<file path="config.mk">
export PLATFORM = sky130hd
export DESIGN_NAME = cla_pipe_adder
export DESIGN_NICKNAME = d
export VERILOG_FILES = /design/src/rtl/cla_pipe_adder.sv
export SDC_FILE = /design/constraint.sdc
export NUM_CORES = 1
export LEC_CHECK = 0
export CORE_MARGIN = 10
export CORE_UTILIZATION = 48
export DETAILED_ROUTE_END_ITERATION = 7
export PLACE_DENSITY = 0.72
export SYNTH_ARGS = -nofsm -noshare
export SYNTH_HDL_FRONTEND = slang
export SYNTH_SLANG_ARGS = --single-unit
export TNS_END_PERCENT = 20
</file>
<file path="constraint.sdc">
create_clock -name clk -period 10.8 [get_ports clk]
set_input_delay 1.62 -clock clk [delete_from_list [all_inputs] [get_ports clk]]
set_output_delay 1.62 -clock clk [all_outputs]
set_load 0.1 [all_outputs]
</file>
<file path="src/rtl/cla_pipe_adder.sv">
// Pipelined carry-lookahead adder/subtractor: one 4-bit CLA group per stage,
// with operand skew and sum deskew so every bit of a result leaves together.
module cla_pipe_adder #(
  parameter int WIDTH = 16
) (
  input  logic             clk,
  input  logic             reset,
  input  logic             in_valid,
  output logic             in_ready,
  input  logic [WIDTH-1:0] A,
  input  logic [WIDTH-1:0] B,
  input  logic             Cin,
  input  logic             sub,
  output logic             out_valid,
  input  logic             out_ready,
  output logic [WIDTH-1:0] S,
  output logic             Cout,
  output logic             OVF,
  output logic             P,
  output logic             G
);

  localparam int NGRP = WIDTH / 4;

  typedef struct packed {
    logic [3:0] s;
    logic       cout;
    logic       c3;
    logic       gp;
    logic       gg;
  } grp_t;

  // Two-level lookahead inside one nibble; c3 is kept for the overflow flag.
  function automatic grp_t cla4(input logic [3:0] a, input logic [3:0] b, input logic ci);
    logic [3:0] p;
    logic [3:0] g;
    logic [3:0] c;
    grp_t       r;
    p    = a ^ b;
    g    = a & b;
    c[0] = ci;
    c[1] = g[0] | (p[0] & ci);
    c[2] = g[1] | (p[1] & g[0]) | (p[1] & p[0] & ci);
    c[3] = g[2] | (p[2] & g[1]) | (p[2] & p[1] & g[0]) | (p[2] & p[1] & p[0] & ci);
    r.gp = &p;
    r.gg = g[3] | (p[3] & g[2]) | (p[3] & p[2] & g[1]) | (p[3] & p[2] & p[1] & g[0]);
    r.cout = r.gg | (r.gp & ci);
    r.c3 = c[3];
    r.s  = p ^ c;
    return r;
  endfunction

  logic             vld_q [NGRP];
  logic [WIDTH-1:0] a_q   [NGRP];
  logic [WIDTH-1:0] b_q   [NGRP];
  logic [WIDTH-1:0] s_q   [NGRP];
  logic             c_q   [NGRP];
  logic             ovf_q [NGRP];
  logic             p_q   [NGRP];
  logic             g_q   [NGRP];

  logic             src_v [NGRP];
  logic [WIDTH-1:0] src_a [NGRP];
  logic [WIDTH-1:0] src_b [NGRP];
  logic [WIDTH-1:0] src_s [NGRP];
  logic             src_c [NGRP];
  logic             src_p [NGRP];
  logic             src_g [NGRP];

  grp_t             grp   [NGRP];
  logic [WIDTH-1:0] s_d   [NGRP];
  logic             ovf_d [NGRP];
  logic             p_d   [NGRP];
  logic             g_d   [NGRP];

  logic stall;

  assign out_valid = vld_q[NGRP-1];
  assign stall     = out_valid & ~out_ready;
  assign in_ready  = ~stall;

  // Stage 0 takes the ports (B inverted and carry forced to 1 for subtract);
  // later stages take the previous stage's registers.
  always_comb begin
    src_v[0] = in_valid;
    src_a[0] = A;
    src_b[0] = sub ? ~B : B;
    src_s[0] = '0;
    src_c[0] = sub | Cin;
    src_p[0] = 1'b1;
    src_g[0] = 1'b0;
    for (int k = 1; k < NGRP; k++) begin
      src_v[k] = vld_q[k-1];
      src_a[k] = a_q[k-1];
      src_b[k] = b_q[k-1];
      src_s[k] = s_q[k-1];
      src_c[k] = c_q[k-1];
      src_p[k] = p_q[k-1];
      src_g[k] = g_q[k-1];
    end
    for (int k = 0; k < NGRP; k++) begin
      grp[k]             = cla4(src_a[k][4*k +: 4], src_b[k][4*k +: 4], src_c[k]);
      s_d[k]             = src_s[k];
      s_d[k][4*k +: 4]   = grp[k].s;
      ovf_d[k]           = grp[k].c3 ^ grp[k].cout;
      p_d[k]             = src_p[k] & grp[k].gp;
      g_d[k]             = grp[k].gg | (grp[k].gp & src_g[k]);
    end
  end

  // Valid bits reset; data registers only need to advance whenever the pipe moves.
  for (genvar k = 0; k < NGRP; k++) begin : g_stage
    always_ff @(posedge clk) begin
      if (reset) begin
        vld_q[k] <= 1'b0;
      end else if (!stall) begin
        vld_q[k] <= src_v[k];
      end
    end

    always_ff @(posedge clk) begin
      if (!stall) begin
        a_q[k]   <= src_a[k];
        b_q[k]   <= src_b[k];
        s_q[k]   <= s_d[k];
        c_q[k]   <= grp[k].cout;
        ovf_q[k] <= ovf_d[k];
        p_q[k]   <= p_d[k];
        g_q[k]   <= g_d[k];
      end
    end
  end

  assign S    = s_q[NGRP-1];
  assign Cout = c_q[NGRP-1];
  assign OVF  = ovf_q[NGRP-1];
  assign P    = p_q[NGRP-1];
  assign G    = g_q[NGRP-1];

endmodule

</file>
# == Yosys cells after proc, flatten, opt, wreduce, memory -nomap -nowiden ==
# Memory sizes are Yosys's and may differ from the RTL's.
# Cells that the tools add are included.
# op_classes
n_reduce_logical,4
bitwise,134
mux,10
# ops
op,n
bitwise AND 1 bit,67
bitwise OR 1 bit,48
XOR 4 bit,8
bitwise AND 4 bit,4
2-to-1 mux 16 bit,1
NOT 16 bit,1
AND reduction 4 bit,4
2-to-1 mux 1 bit,9
XOR 1 bit,4
NOT 1 bit,2
# word_totals
ram_bits,212
mem_count,8
wordCells,156
out_inout_bits,22
reg_bits,0
# memory_table
memory,words,width,rd,rd_ports_with_merged_regs,wr,line,text
a_q,4,16,3,0,4,54,logic [WIDTH-1:0] a_q [NGRP];
b_q,4,16,3,0,4,55,logic [WIDTH-1:0] b_q [NGRP];
s_q,4,16,4,0,4,56,logic [WIDTH-1:0] s_q [NGRP];
c_q,4,1,4,0,4,57,logic c_q [NGRP];
g_q,4,1,4,0,4,60,logic g_q [NGRP];
ovf_q,4,1,1,0,4,58,logic ovf_q [NGRP];
+2 memories,--,--,--,--,--,--,

# == Depth between registers and ports, before layout ==
# depth
ltp_word,9
depth_mapped,8

# == Least setup slack after synthesis ==
# No wires, ideal clock.
# synth_timing
path_type,input to output
start,input out_ready
end,output in_ready
arrival_time_ns,4.788
path_slack_ns,4.392
path_buffers,0
path_stages,1
t_required_ns,9.180
cell_sequence,nand2b_1
# synth_via
elab_chain_cells,3
# synth_rtl
element,line,text
from (decl),15,"input logic out_ready,"
NOT 1 bit,79,assign stall = out_valid & ~out_ready;
bitwise AND 1 bit,79,
NOT 1 bit,80,assign in_ready = ~stall;
to (decl),9,"output logic in_ready,"
# Every way passes these cells.

# == Final worst setup path ==
# Same ends and word-level chain as after synthesis.

==> results.toml <==
[status]
outcome = "finished, final reports clean"

[critical_path]
crit_buf_inv = 2
r2r_end = "b_q[1][15]$_DFFE_PN_"
crit_chain = "clkdlybuf4s50_1 -> nand2b_4 -> clkdlybuf4s50_1"
crit_top_cell = "clkdlybuf4s50_1"
r2r_cells = 2
critPathLaunchType = "input pin"
endpoint_kind = "output port"
arrival_ns = 3.90
crit_type = "input pin to output port"
crit_required_ns = 9.18
critPathMaxFanout = 52
critPathTopFamily = "buffers and inverters"
r2r_setup_slack_ns = 8.78
slowest_delay_ns = 1.26
cpMaxStageDelayCell = "clkdlybuf4s50_1"
r2r-start = "vld_q[1][1]$_DFFE_PP_"

[power_and_ir_drop]
sw_frac_of_total_pct = 34.9
pwr-share-seq_pct = 49.5
intPower_mw = 0.743
p_per_area_nw_per_um2 = 226
finalPower_mw = 1.14
p_leak_nw = 2.01
power.switching_mw = 0.398
ir_worst_vdd_mv = 0.0788
pwr-share-clk_pct = 21.6
pwr-share-comb_pct = 28.9

[clock_network]
cts_hold_buf = 0
cts_resized = 0
ctsLongestPathBuffers = 2
clock-root-buffer = "clkbuf_8"
cts_buffers = 9
cts_tree = "done"
insertion_delay_ns = 0.37
path_clk_slew_ns = 0.10
cts.htree.levels = 3
numClockSinks = 105
cts_setup_buffers = 0

[timing]
finalSetupViolations = 0
tightest_slew_ns = 0.983
maxSlewViolCount = 0
period_needed_ns = 5.52
hold_viol = 0
whs_ns = 0.420
finalSetupTns_ns = 0
rsz0062_at_grt = "no"
skew_ns = 0.0105
relSlewSlack_pct = 34.3
fmax_mhz = 181
fin_crit_sh_pct = 51.1

[routing]
drtIter0Drc = 129
wl_per_cell_um = 14.0
ant_nets = 0
vias_per_cell = 4.74
wirelength_mm = 5.73
drc_errors = 0
dr_total_vias = 1945
drtPass1Iterations = 6

[final_layout]
fin_nets = 360
drive_above_1_share_pct = 6.89
n_antenna_cell = 0
syn2layout_area_growth_pct = 22.5

[logic_synthesis]
syn-cell-area_um2 = 4120
synth_nets = 291
syn-instance-count = 231
ys_ff_latch = 105
ys_seq_area_share_pct = 76.5
avgSynthCellArea_um2 = 17.9
synthDistinctLibCells = 22
yosys_warnings = 0

[floorplan]
row_count = 33
die_w_um = 113
die_h_um = 113
start_util_pct = 49.7
die_area_um2 = 12700
io_pins = 60
core_area_um2 = 8300

[worst_hold_path]
hold_path_depth = 0
min_from = "b_q[0][11]$_DFFE_PN_"
worstHoldEndpoint = "b_q[1][11]$_DFFE_PN_"
hold_path_class = "flop to flop"

[global_routing]
grt_pass1_wl_mm = 9.37
grt_pass1_vias = 1997
antenna_found_initial = 0
grt_max_degree = 54
grt_util_all_layers_pct = 9.22
overflow = 0

[place]
portBuffers = 59
dpl.hpwl_mm = 4.11
globalplace.congestion = 0.772

[run]
maxCapViolations = 0
-- layout make-up --
cell class / count / area, um^2
fill: 640 / 3250
sequential: 105 / 3150
multi-input combinational: 106 / 895
timing repair buffer: 60 / 598
tap: 105 / 131
clock buffer: 9 / 124
clock inverter: 7 / 85.1
inverter: 18 / 67.6
-- how the worst max path moves through the flow --
stage                     slack, ns        to  cells past startpoint  startpoint
after CTS                      5.26  in_ready                      3   out_ready
after global placement         5.27  in_ready                      3   out_ready
after global routing           5.19  in_ready                      3   out_ready
after detailed placement       5.26  in_ready                      3   out_ready
after floorplan                4.39  in_ready                      1   out_ready
final                          5.28  in_ready                      3   out_ready
-- kinds of logic after synthesis --
kind of cell	count (synthesis)	share of synthesized area [%]
simple gates	28	3.70
xor+xnor	29	6.16
flops	105	76.5
buf+inv	20	2.03
compound gates	27	4.25
fa+ha+maj	22	7.40
-- per-stage QoR --
stage          cell area, um^2  util [%]  cells  setup slack, ns
6_report                  5050      60.9    410             5.28
5_1_grt                   5050      60.9    410             5.19
4_1_cts                   5050      60.9    410             5.26
3_5_place_dp              4840      58.4    394             5.26
3_3_place_gp              4840      58.4    394             5.27
2_1_floorplan             4120         -    231             4.39
-- routing by layer --
metal	GRT usage [%]	up-vias	part of all wire [%]
met2	14.7	53	49
li1	-	976	-
met1	10.3	902	41
met5	0	-	0
met3	3.22	14	6.3
met4	6.09	0	2.8
-- cells in the mapped netlist, drive strengths merged --
cell	count	area share [%]
xor2	20	4.2
a21o	9	1.6
or2	2	0.36
and4	3	0.64
nor2	2	0.18
xnor2	9	1.9
edfxtp	105	76
nand2	11	1.0
a41oi	1	0.21
nand2b	1	0.15
fa	4	1.9
ha	18	5.5
and2	7	1.1
buf	2	0.39
o21ai	2	0.24
o21bai	4	0.73
inv	18	1.6
nor2b	2	0.30
a21oi	11	1.4
-- cell usage in the layout (no fill, tap or decap), types with 9 or more instances in the layout --
master           Yosys  layout
nand2_1             11      11
clkbuf_8             0       9
clkdlybuf4s50_1      0      59
xor2_1              20      20
inv_1               18      18
xnor2_1              9       9
edfxtp_1           105     105
ha_1                18      18
a21o_1               9       9
a21oi_1             10      10
-- power groups by stage --
stage,sequential (mW),clock (mW),combinational [mW]
after floorplan,0.761,0,0.0641
after global placement,0.572,0,0.326
after detailed placement,0.575,0,0.331
after CTS,0.566,0.253,0.332
after global routing,0.575,0.268,0.344
final,0.565,0.247,0.329
-- flip-flops by register name (all words and copies together) (netlist names) --
name,cells
p_q,4
vld_q,4
s_q,40
a_q,24
g_q,4
c_q,4
ovf_q,1
b_q,24
Note: power is estimated with default switching activity, not from simulation.
